### src/rtl/div_share_ctrl.sv
// div_share_ctrl: shares one 64/32 sequential divider among NREQ requesters.
// Requesters are granted round-robin; the divider's sync reset doubles as its
// start strobe, and the result goes back through a valid/ready response port.
// Optional build macro: DIV_ZERO_CHECK_EN - answer a zero divisor directly
// (quot all ones, rem = dividend, err = 1) without starting the divider.
module div_share_ctrl #(
    parameter int NREQ       = 4,
    parameter int IDW        = 2,
    parameter int TMO_CYCLES = 40
) (
    input  logic                 clk,
    input  logic                 reset,
    input  logic [NREQ-1:0]      req_valid,
    output logic [NREQ-1:0]      req_ready,
    input  logic [NREQ*64-1:0]   req_dvdend,
    input  logic [NREQ*32-1:0]   req_dvsor,
    output logic                 rsp_valid,
    input  logic                 rsp_ready,
    output logic [IDW-1:0]       rsp_id,
    output logic [31:0]          rsp_quot,
    output logic [63:0]          rsp_rem,
    output logic                 rsp_err,
    output logic                 busy,
    output logic                 div_reset,
    output logic [63:0]          div_dvdend,
    output logic [31:0]          div_dvsor,
    input  logic [31:0]          div_quot,
    input  logic [63:0]          div_rem,
    input  logic                 div_fin
);

    typedef enum logic [1:0] {S_IDLE, S_START, S_RUN, S_RESP} state_t;

    localparam int            CW       = $clog2(TMO_CYCLES + 1);
    localparam logic [CW-1:0] CNT_LAST = CW'(TMO_CYCLES - 1);

    state_t          state;
    state_t          state_nxt;
    logic [IDW-1:0]  rr_ptr;
    logic [CW-1:0]   cnt;
    logic [NREQ-1:0] grant;
    logic [IDW-1:0]  win_id;
    logic [63:0]     sel_dvdend;
    logic [31:0]     sel_dvsor;
    logic            accept;
    logic            timeout;
    logic            zero_skip;
    logic            div_reset_nxt;

    // One-hot of the first valid requester after ptr, wrapping around.
    function automatic logic [NREQ-1:0] rr_pick(input logic [NREQ-1:0] vld,
                                                input logic [IDW-1:0]  ptr);
        logic [NREQ-1:0] g;
        int              idx;
        g = '0;
        for (int k = 1; k <= NREQ; k++) begin
            idx = (int'(ptr) + k) % NREQ;
            if ((g == '0) && vld[idx]) g[idx] = 1'b1;
        end
        return g;
    endfunction

    // Binary index of a one-hot vector.
    function automatic logic [IDW-1:0] oh_index(input logic [NREQ-1:0] oh);
        logic [IDW-1:0] idx;
        idx = '0;
        for (int k = 0; k < NREQ; k++) begin
            if (oh[k]) idx = IDW'(k);
        end
        return idx;
    endfunction

    // Arbitration: pick the round-robin winner and route its operands.
    always_comb begin
        grant      = rr_pick(req_valid, rr_ptr);
        win_id     = oh_index(grant);
        sel_dvdend = '0;
        sel_dvsor  = '0;
        for (int i = 0; i < NREQ; i++) begin
            if (grant[i]) begin
                sel_dvdend = req_dvdend[64*i +: 64];
                sel_dvsor  = req_dvsor[32*i +: 32];
            end
        end
    end

    assign accept  = (state == S_IDLE) && (grant != '0);
    assign timeout = (cnt == CNT_LAST);

`ifdef DIV_ZERO_CHECK_EN
    assign zero_skip = (sel_dvsor == 32'd0);
`else
    assign zero_skip = 1'b0;
`endif

    // Next-state logic; req_ready is the only combinational output.
    always_comb begin
        state_nxt     = state;
        req_ready     = '0;
        div_reset_nxt = div_reset;
        case (state)
            S_IDLE: begin
                req_ready     = grant;
                div_reset_nxt = 1'b1;
                if (accept) state_nxt = zero_skip ? S_RESP : S_START;
            end
            S_START: begin
                // Divider saw reset with stable operands; release it now.
                state_nxt     = S_RUN;
                div_reset_nxt = 1'b0;
            end
            S_RUN: begin
                if (div_fin || timeout) state_nxt = S_RESP;
            end
            S_RESP: begin
                // Divider stays out of reset (fin sticky) until the consumer takes the result.
                if (rsp_ready) begin
                    state_nxt     = S_IDLE;
                    div_reset_nxt = 1'b1;
                end
            end
            default: state_nxt = S_IDLE;
        endcase
    end

    // Control registers: state and registered status outputs.
    always_ff @(posedge clk or negedge reset) begin
        if (!reset) begin
            state     <= S_IDLE;
            div_reset <= 1'b1;
            rsp_valid <= 1'b0;
            busy      <= 1'b0;
        end else begin
            state     <= state_nxt;
            div_reset <= div_reset_nxt;
            rsp_valid <= (state_nxt == S_RESP);
            busy      <= (state_nxt != S_IDLE);
        end
    end

    // Operand latch, timeout counter and response capture.
    always_ff @(posedge clk or negedge reset) begin
        if (!reset) begin
            rr_ptr     <= IDW'(NREQ - 1);
            cnt        <= '0;
            rsp_id     <= '0;
            rsp_quot   <= '0;
            rsp_rem    <= '0;
            rsp_err    <= 1'b0;
            div_dvdend <= '0;
            div_dvsor  <= '0;
        end else begin
            case (state)
                S_IDLE: begin
                    if (accept) begin
                        div_dvdend <= sel_dvdend;
                        div_dvsor  <= sel_dvsor;
                        rsp_id     <= win_id;
                        rr_ptr     <= win_id;
                        if (zero_skip) begin
                            rsp_quot <= '1;
                            rsp_rem  <= sel_dvdend;
                            rsp_err  <= 1'b1;
                        end
                    end
                end
                S_START: cnt <= '0;
                S_RUN: begin
                    if (div_fin) begin
                        rsp_quot <= div_quot;
                        rsp_rem  <= div_rem;
                        rsp_err  <= 1'b0;
                    end else if (timeout) begin
                        rsp_quot <= '0;
                        rsp_rem  <= '0;
                        rsp_err  <= 1'b1;
                    end else begin
                        cnt <= cnt + 1'b1;
                    end
                end
                default: ;
            endcase
        end
    end

endmodule
### config.mk
export PLATFORM = sky130hd
export DESIGN_NAME = div_share_ctrl
export DESIGN_NICKNAME = d
export VERILOG_FILES = /design/src/rtl/div_share_ctrl.sv
export SDC_FILE = /design/constraint.sdc
export NUM_CORES = 1
export LEC_CHECK = 0
export ABC_CLOCK_PERIOD_IN_PS = 12000
export CORE_AREA = 4 4 269 271
export CTS_CLUSTER_SIZE = 24
export DETAILED_ROUTE_END_ITERATION = 6
export DIE_AREA = 0 0 273 275
export DONT_BUFFER_PORTS = 1
export PLACE_DENSITY = 0.32
export SLEW_MARGIN = 15
export SYNTH_ARGS = -nofsm -noshare
export SYNTH_HDL_FRONTEND = slang
export SYNTH_SLANG_ARGS = --single-unit
### constraint.sdc
create_clock -name clk -period 12 [get_ports clk]
set_input_delay 3 -clock clk [delete_from_list [all_inputs] [get_ports clk]]
set_output_delay 3 -clock clk [all_outputs]
set_load 0.02 [all_outputs]
==> impl_metrics.tcl, run 1 <==
set metrics [dict create \
    period_minus_slack_ps 9302 \
    total_power_w 0.006102 \
    met1_usage_pct 19.24 \
    syn_to_final_growth_pct 14.96 \
    power.leakage_nw 4.834 \
    synth_top_area_share_pct 42.19 \
    vias_per_cell 5.501 \
    die_area_mm2 0.07508 \
    avgSynthCellArea_um2 10.19 \
    synth_largest_area_cell "dfrtp_1" \
    cap_violations 0 \
    fin_setup_tns_ps 0 \
    rsz0062_at_grt "false" \
    multi_input_area_mm2 0.006314 \
    drc 0 \
    slew_headroom_pct 22.55 \
    finalHoldViolations 0 \
    critPathArrivalTime_ps 6300 \
    min_to "cnt[1]$_DFFE_PN0P_" \
    cts.sinks 208 \
    first_pass_iters 5 \
    nNetsFinal 1571 \
    whs_ps 533.6 \
    grt.busiest_layer "met2" \
    io_buffers 0 \
    rrSetupSlack_ps 6620 \
    worstRegToRegCells 11 \
    core_area_mm2 0.06979 \
    track_usage_pct 15.94 \
    r2r-end "div_dvdend[31]$_DFFE_PN0P_" \
    worst_pin_slew_ps 1132 \
    h-tree-depth 1 \
    final_common_cell "dfrtp_1" \
    cts_hold_buf 0 \
    netlist_instances 1193 \
    vdd_ir_drop_max_v 0.0002546 \
    route.detailed.wl_per_inst_um 31.43 \
    seq_area_mm2 0.005209 \
    netlist_top_cells_area "dfrtp_1 (42%), a2111oi_0 (6.9%), a22o_1 (6.9%), o221ai_1 (6.9%), o2bb2ai_1 (6.9%)" \
    tritoncts "done" \
    grt_pass1_vias 11640 \
    clockRootBuffer "clkbuf_16" \
    finalSetupViolCount 0 \
    gr-usage-met3_pct 5.704 \
    gp_congestion 0.8405 \
    crit_fanout 86 \
    hold_depth 2 \
    post_cts_buffers 0 \
    die_height_um 275 \
    startpoint_type "input pin" \
    dieWidth_um 273 \
    r2r-start "rr_ptr[0]$_DFFE_PN1P_" \
    grt_overflow_total 0 \
    seq_area_frac_synth_pct 42.84 \
    critPathCaptureType "output pin" \
    cp.required_ps 9000 \
    io_pins 690 \
    critPathKind "in2out" \
    antenna_found_initial 26 \
    ys_ff_latch 208 \
    clock_latency_ps 600 \
    cts.clk_slew.worst_paths_ps 60 \
    mappedNetlistArea_mm2 0.01216 \
    design_area_mm2 0.01398 \
    dpl.hpwl_um 44460 \
    drv_slew 0 \
    cts_buffers 28 \
    yosys_warnings 0 \
    status "finished clean" \
    max_freq_ghz 0.1075 \
    grt_use_met2_pct 26.64 \
    ant_nets 0 \
    cts_max_path_buffers 3 \
    grt_first_pass_wirelength_um 89730 \
    wl_um 64650 \
    vias 11320 \
    worstHoldStart "cnt[1]$_DFFE_PN0P_" \
    cts_resized 0 \
    synthDistinctLibCells 52 \
    syn-num-nets 1690 \
    grt_max_degree 209 \
    worstHoldPathType "reg2reg" \
    start_util_pct 17.42 \
    drt-initial-drc-count 994 \
    n_fill_cell 7628 \
    placementRows 97 \
    fin_skew_ps 38.54 \
    layout-drive-gt1-share_pct 9.489 \
    finalCritPeriodShare_pct 77.52 \
    dpl-instance-area_mm2 0.01295 \
    p_per_area_mw_per_mm2 436.6 \
]
==> area by class of cell <==
type,count,share of cell area [%]
Multi-Input combinational cell,798,45.17
Sequential cell,208,37.27
Tap cell,940,8.415
Clock buffer,44,6.087
Timing Repair Buffer,32,1.862
Clock inverter,8,0.6624
Antenna cell,21,0.3760
Inverter,6,0.1611
==> through the flow <==
step / utilization, % / setup slack [ps] / instances
4_1_cts: 19.91 / 2652 / 2035
3_5_place_dp: 18.56 / 2669 / 1983
2_1_floorplan: - / 3894 / 1193
6_report: 20.03 / 2698 / 2057
3_3_place_gp: 18.56 / 2786 / 1983
5_1_grt: 20.00 / 2519 / 2049
==> kinds of logic (layout without fill, tap and decap cells) <==
kind of cell             count (synthesis)  in the layout  synth area share, %
AND/OR/NAND/NOR                        252            252                12.55
buffers and inverters                  187             90                6.216
multiplexers                             7              7                1.009
flip-flops                             208            208                42.84
other                                    0             21                    0
adder cells (fa/ha/maj)                  9              9               0.9262
AO/OA/AOI/OAI                          530            530                36.46
==> power breakdown <==
group	total, W	internal, W	switching [W]	leakage, nW
combinational	0.00352	0.00101	0.00251	1.77
sequential	0.00173	0.00103	0.000694	2.60
clock	0.000850	0.000507	0.000343	0.463
total	0.00610	0.00255	0.00355	4.83
==> worst max-delay path, cell delays in order <==
cell and delay, ps:
mux4_2 510, nor2b_1 210, nand3_4 550, and2_4 440, buf_4 710, o21ai_0 330, and2_1 350
==> routing by layer <==
layer	wire length (µm)	share of wire, %
met1	25540	40
met2	30990	48
met3	5923	9.2
met4	2081	3.2
met5	114	0.18
==> sequential cells by signal, summed over array words and instances (netlist names) <==
register	cells
state	2
div_dvsor	32
div_reset	1
rsp_valid	1
div_dvdend	64
rsp_quot	32
rsp_rem	64
rsp_err	1
rsp_id	2
cnt	6
rr_ptr	2
busy	1
==> synthesized netlist by cell type, drive strengths merged <==
master   number
o32ai         1
nor2b         1
or3b          2
a31o          1
nand3b        1
nand4bb       1
inv           6
dfrtp       205
nand2        14
a21oi        12
and3          2
nand3         7
a21boi       97
mux4          4
nand2b        5
a31oi         1
nand4b        2
a41oi         2
o221ai       96
a22o         96
dfstp         3
a211oi        1
o31a          1
nor3b         2
a21o          1
o21ai        20
clkbuf      137
a2111oi      96
nor3          3
o21a          6
mux2          2
buf          44
or2           1
nor4bb        1
nor4         96
and2          5
nand4        96
mux2i         1
or4           1
or3           1
a22oi         3
ha            9
nor2         11
o2bb2ai      96
==> how the worst max path moves through the flow <==
| stage | startpoint | endpoint | slack [ps] |
|---|---|---|---|
| floorplan | req_valid[1] | req_ready[2] | 3890 |
| global placement | req_valid[0] | req_ready[2] | 2790 |
| detailed placement | req_valid[0] | req_ready[2] | 2670 |
| CTS | req_valid[0] | req_ready[2] | 2650 |
| global route | req_valid[0] | req_ready[2] | 2520 |
| finish | req_valid[0] | req_ready[2] | 2700 |
Note: power is estimated with default switching activity, not from simulation.
==> run 2, diff against run 1 <==
--- a/config.mk
+++ b/config.mk
@@ -5,13 +5,13 @@
 export SDC_FILE = /design/constraint.sdc
 export NUM_CORES = 1
 export LEC_CHECK = 0
-export ABC_CLOCK_PERIOD_IN_PS = 12000
+export ABC_CLOCK_PERIOD_IN_PS = 8300
 export CORE_AREA = 4 4 269 271
 export CTS_CLUSTER_SIZE = 24
 export DETAILED_ROUTE_END_ITERATION = 6
 export DIE_AREA = 0 0 273 275
 export DONT_BUFFER_PORTS = 1
-export PLACE_DENSITY = 0.32
+export PLACE_DENSITY = 0.33
 export SLEW_MARGIN = 15
 export SYNTH_ARGS = -nofsm -noshare
 export SYNTH_HDL_FRONTEND = slang
==> constraint.sdc (replaced) <==
create_clock -name clk -period 8.3 [get_ports clk]
set_input_delay 2.075 -clock clk [delete_from_list [all_inputs] [get_ports clk]]
set_output_delay 2.075 -clock clk [all_outputs]
set_load 0.02 [all_outputs]
==> impl_metrics.tcl, run 2 (synthesis results as in run 1) <==
set metrics [dict create \
    status "finished clean" \
    finalCritPeriodShare_pct 78.10 \
    h-tree-depth 1 \
    critPathArrivalTime_ps 4410 \
    cts_hold_buf 0 \
    clockRootBuffer "clkbuf_16" \
    grt_first_pass_wirelength_um 87900 \
    p_comb_share_pct 57.0 \
    vias 11440 \
    post_cts_buffers 0 \
    top_regs "div_dvdend (64), rsp_rem (64)" \
    drv_slew 0 \
    p_int_w 0.003847 \
    seq_power_share_pct 28.0 \
    syn_to_final_growth_pct 15.78 \
    clock_latency_ps 570 \
    worst_pin_slew_ps 1046 \
    io_buffers 0 \
    worstHoldPathType "reg2reg" \
    rrSetupSlack_ps 3580 \
    critPathCaptureType "output pin" \
    crit_path_end "req_ready[1]" \
    layoutNonFillerInstCount 2047 \
    power.leakage_nw 4.885 \
    start_util_pct 17.42 \
    p_clk_share_pct 15.0 \
    r2r-start "rr_ptr[0]$_DFFE_PN1P_" \
    layout-drive-gt1-share_pct 9.945 \
    finalSetupViolCount 0 \
    fin_setup_tns_ps 0 \
    wl_um 63270 \
    critPathKind "in2out" \
    cp.required_ps 6230 \
    vias_per_cell 5.588 \
    finalHoldViolations 0 \
    crit_fanout 49 \
    r2r-end "div_dvsor[28]$_DFFE_PN0P_" \
    dpl.hpwl_um 44060 \
    dp.cells 1988 \
    core_area_mm2 0.06979 \
    cts_resized 0 \
    grt_overflow_total 0 \
    startpoint_type "input pin" \
    multi_input_area_mm2 0.006329 \
    antenna_found_initial 16 \
    drt-initial-drc-count 924 \
    die_area_mm2 0.07508 \
    p_switching_w 0.005108 \
    track_usage_pct 15.51 \
    final_common_cell "dfrtp_1" \
    rsz0062_at_grt "false" \
    cts_buffers 27 \
    seq_area_mm2 0.005209 \
    route.detailed.wl_per_inst_um 30.91 \
    max_freq_ghz 0.1543 \
    gp_congestion 0.8325 \
    p_per_area_mw_per_mm2 636.2 \
    crit_path_start "req_valid[1]" \
    switching_share_pct 57.04 \
    die_height_um 275 \
    nNetsFinal 1574 \
    drc 0 \
    cap_violations 0 \
    grt_pass1_vias 11530 \
    vdd_ir_drop_max_v 0.0002802 \
    cts.sinks 208 \
    ant_nets 0 \
    worstRegToRegCells 10 \
    tritoncts "done" \
    n_fill_cell 7610 \
    cts_max_path_buffers 3 \
    first_pass_iters 5 \
    slew_headroom_pct 28.49 \
    cts.clk_slew.worst_paths_ps 60 \
    placementRows 97 \
    fin_skew_ps 41.92 \
    dieWidth_um 273 \
    io_pins 690 \
    period_minus_slack_ps 6482 \
    grt_max_degree 209 \
]
## run 2: changes by cell type in the layout (fill, tap and decap cells not counted), moves of 3 or more
cell	before	now
diode_2	21	11
bufinv_16	1	7
clkbuf_8	9	5
buf_12	0	3
clkbuf_1	7	4
## run 2: area by class of cell
class	count	share of cell area [%]
Tap cell	940	8.356
Timing Repair Buffer	36	2.213
Clock buffer	36	5.396
Clock inverter	12	1.716
Antenna cell	11	0.1956
Inverter	6	0.1600
Multi-Input combinational cell	798	44.96
Sequential cell	208	37.00
## run 2: through the flow
| step | cell area (µm²) | utilization, % | setup slack, ps | total power, W | hold WS (ps) |
|---|---|---|---|---|---|
| 6_report | 14080 | 20.17 | 1818 | 0.008955 | 556.9 |
| 5_1_grt | 14070 | 20.17 | 1657 | 0.009541 | 606.9 |
| 4_1_cts | 14030 | 20.11 | 1795 | 0.009060 | 575.7 |
| 3_5_place_dp | 13030 | 18.68 | 1809 | 0.007664 | 560.3 |
| 3_3_place_gp | 13020 | 18.66 | 1838 | 0.007676 | 524.9 |
| 2_1_floorplan | 12160 | - | 2044 | 0.005695 | 486.2 |
## run 2: worst max-delay path, stage by stage
cell,delay [ps]
mux4_2,530
a21boi_1,210
a22oi_2,170
buf_4,520
nand3_1,260
o21a_1,250
nor2_1,380
## run 2: power by group through the flow
stage / logic, W / registers (W) / clock network (W)
6_report: 0.00511 / 0.00251 / 0.00134
3_3_place_gp: 0.00512 / 0.00256 / 0
5_1_grt: 0.00555 / 0.00256 / 0.00143
4_1_cts: 0.00514 / 0.00253 / 0.00139
2_1_floorplan: 0.00341 / 0.00229 / 0
3_5_place_dp: 0.00514 / 0.00252 / 0
## run 2: how the worst min path moves through the flow
stage | start | end | slack, ps | cells past startpoint
2_1_floorplan | cnt[1]$_DFFE_PN0P_ | cnt[1]$_DFFE_PN0P_ | 490 | 2
3_3_place_gp | cnt[1]$_DFFE_PN0P_ | cnt[1]$_DFFE_PN0P_ | 520 | 2
3_5_place_dp | cnt[0]$_DFFE_PN0P_ | cnt[0]$_DFFE_PN0P_ | 560 | 2
4_1_cts | cnt[1]$_DFFE_PN0P_ | cnt[1]$_DFFE_PN0P_ | 580 | 2
5_1_grt | cnt[1]$_DFFE_PN0P_ | cnt[1]$_DFFE_PN0P_ | 610 | 2
6_report | cnt[1]$_DFFE_PN0P_ | cnt[1]$_DFFE_PN0P_ | 560 | 2
## run 2: per-layer routing
layer / share of wire [%] / up-vias / GRT usage (%)
li1: - / 4802 / -
met1: 39 / 5754 / 19.30
met2: 48 / 752 / 25.77
met3: 9.5 / 123 / 4.736
met4: 3.3 / 8 / 4.969
met5: 0.081 / - / 0
==> run 3, diff against run 2 <==
--- a/config.mk
+++ b/config.mk
@@ -5,13 +5,13 @@
 export SDC_FILE = /design/constraint.sdc
 export NUM_CORES = 1
 export LEC_CHECK = 0
-export ABC_CLOCK_PERIOD_IN_PS = 8300
+export ABC_CLOCK_PERIOD_IN_PS = 6210
 export CORE_AREA = 4 4 269 271
 export CTS_CLUSTER_SIZE = 24
 export DETAILED_ROUTE_END_ITERATION = 6
 export DIE_AREA = 0 0 273 275
 export DONT_BUFFER_PORTS = 1
-export PLACE_DENSITY = 0.33
+export PLACE_DENSITY = 0.32
 export SLEW_MARGIN = 15
 export SYNTH_ARGS = -nofsm -noshare
 export SYNTH_HDL_FRONTEND = slang
==> constraint.sdc (replaced) <==
create_clock -name clk -period 6.21 [get_ports clk]
set_input_delay 1.5525 -clock clk [delete_from_list [all_inputs] [get_ports clk]]
set_output_delay 1.5525 -clock clk [all_outputs]
set_load 0.02 [all_outputs]
==> impl_metrics.tcl, run 3 (synthesis results as in run 1) <==
set metrics [dict create \
    status "finished clean" \
    vias 11340 \
    preCtsSetupSlack_ps 653.8 \
    dpl.hpwl_um 44110 \
    route.detailed.wl_per_inst_um 31.50 \
    gp_congestion 0.8208 \
    grt.busiest_layer "met2" \
    grt_pass1_vias 11390 \
    finalHoldViolations 0 \
    worstHoldPathType "reg2reg" \
    max_freq_ghz 0.1904 \
    slew_headroom_pct 20.86 \
    slowest_stage "dfstp_2" \
    critPathCaptureType "output pin" \
    cts.clk_slew.worst_paths_ps 60 \
    antenna_found_initial 13 \
    grt_overflow_total 0 \
    layoutNonFillerInstCount 2044 \
    wl_um 64390 \
    p_int_w 0.005190 \
    drv_slew 0 \
    cp.required_ps 4660 \
    vdd_ir_drop_max_v 0.0006829 \
    io_buffers 0 \
    cap_violations 0 \
    dpl-instance-area_mm2 0.01311 \
    met1_usage_pct 19.84 \
    crit_path_cell_trace "inv_1, ha_1, mux4_2, a21boi_1, a22oi_2, and2_4, a31oi_4, nor2_1" \
    die_height_um 275 \
    critPathKind "reg2out" \
    track_usage_pct 15.81 \
    worst_pin_slew_ps 1157 \
    h-tree-depth 1 \
    cp_top_family "simple AND/OR/NAND/NOR gates" \
    die_area_mm2 0.07508 \
    switching_share_pct 56.77 \
    ant_nets 0 \
    fin_skew_ps 18.38 \
    design_area_mm2 0.01410 \
    vias_per_cell 5.548 \
    nNetsFinal 1575 \
    p_switching_w 0.006814 \
    cts_resized 0 \
    fin_setup_tns_ps 0 \
    placementRows 97 \
    dieWidth_um 273 \
    gr-usage-met3_pct 5.076 \
    drt-initial-drc-count 1076 \
    final_common_cell "dfrtp_1" \
    io_pins 690 \
    max_stage_delay_ps 680 \
    cts_hold_buf 0 \
    core_area_mm2 0.06979 \
    p_clk_share_pct 14.5 \
    p_per_area_mw_per_mm2 851.4 \
    post_cts_buffers 0 \
    clockRootBuffer "clkbuf_16" \
    top_regs "div_dvdend (64), rsp_rem (64)" \
    cts.sinks 208 \
    fin_ws_ps 957.8 \
    cts_max_path_buffers 3 \
    drc 0 \
    dp.cells 1990 \
    layout-drive-gt1-share_pct 9.945 \
    start_util_pct 17.42 \
    grt_max_degree 209 \
    tritoncts "done" \
    critPathArrivalTime_ps 3700 \
    cp_num_buf_inv 1 \
    seq_power_share_pct 27.8 \
    finalSetupViolCount 0 \
    grt_first_pass_wirelength_um 89180 \
    period_minus_slack_ps 5252 \
    startpoint_type "register" \
    syn_to_final_growth_pct 15.97 \
    finalCritPeriodShare_pct 84.58 \
    power.leakage_nw 4.903 \
    total_power_w 0.01200 \
    crit_fanout 13 \
    grt_use_met2_pct 26.56 \
    cts_buffers 26 \
    first_pass_iters 5 \
    clock_latency_ps 570 \
    rsz0062_at_grt "false" \
    p_comb_share_pct 57.6 \
]
## run 3: power by group through the flow
stage	logic, W	registers [W]	clock network, W
global placement	0.00694	0.00341	0
CTS	0.00694	0.00336	0.00182
global route	0.00748	0.00342	0.00187
floorplan	0.00455	0.00306	0
detailed placement	0.00693	0.00336	0
finish	0.00691	0.00334	0.00175
## run 3: worst paths after layout
check | from | cells past startpoint | endpoint | slack [ps]
worst max-delay path | rr_ptr[0]$_DFFE_PN1P_ | 8 | req_ready[3] | 960
worst min-delay path | cnt[1]$_DFFE_PN0P_ | 2 | cnt[1]$_DFFE_PN0P_ | 540
worst max register to register | rr_ptr[0]$_DFFE_PN1P_ | 10 | div_dvdend[19]$_DFFE_PN0P_ | 1170
worst min register to register | cnt[1]$_DFFE_PN0P_ | 2 | cnt[1]$_DFFE_PN0P_ | 540
max in group asynchronous | reset | 0 | div_dvdend[57]$_DFFE_PN0P_ | 5170
min in group asynchronous | reset | 0 | rsp_rem[38]$_DFFE_PN0P_ | 690
## run 3: through the flow
stage	hold WS (ps)	util, %
6_report	536.4	20.20
5_1_grt	587.2	20.20
4_1_cts	541.8	20.18
3_5_place_dp	525.5	18.78
3_3_place_gp	527.5	18.78
2_1_floorplan	486.2	-
## run 3: routing by layer
| layer | share of wire [%] | wire, µm |
|---|---|---|
| met5 | 0.11 | 71 |
| met4 | 2.4 | 1526 |
| met3 | 9.3 | 5990 |
| met2 | 48 | 30880 |
| met1 | 40 | 25920 |
## run 3: area by class of cell
cell class | count | area (µm²)
antenna | 8 | 20.02
clock buffer | 37 | 793.3
clock inverter | 9 | 178.9
fill | 7641 | 55690
inverter | 6 | 22.52
multi-input combinational | 798 | 6315
sequential | 208 | 5209
tap | 940 | 1176
timing repair buffer | 38 | 385.4
## run 3: worst register-to-register path, delay by kind of cell, from the launching register on
kind                       cells  cell delay, ps
AOI/OAI and AO/OA              5            2060
buffers and inverters          2             970
and+or+nand+nor                1             410
muxes                          1             390
DFF                            1             680
adders and majority gates      1             360
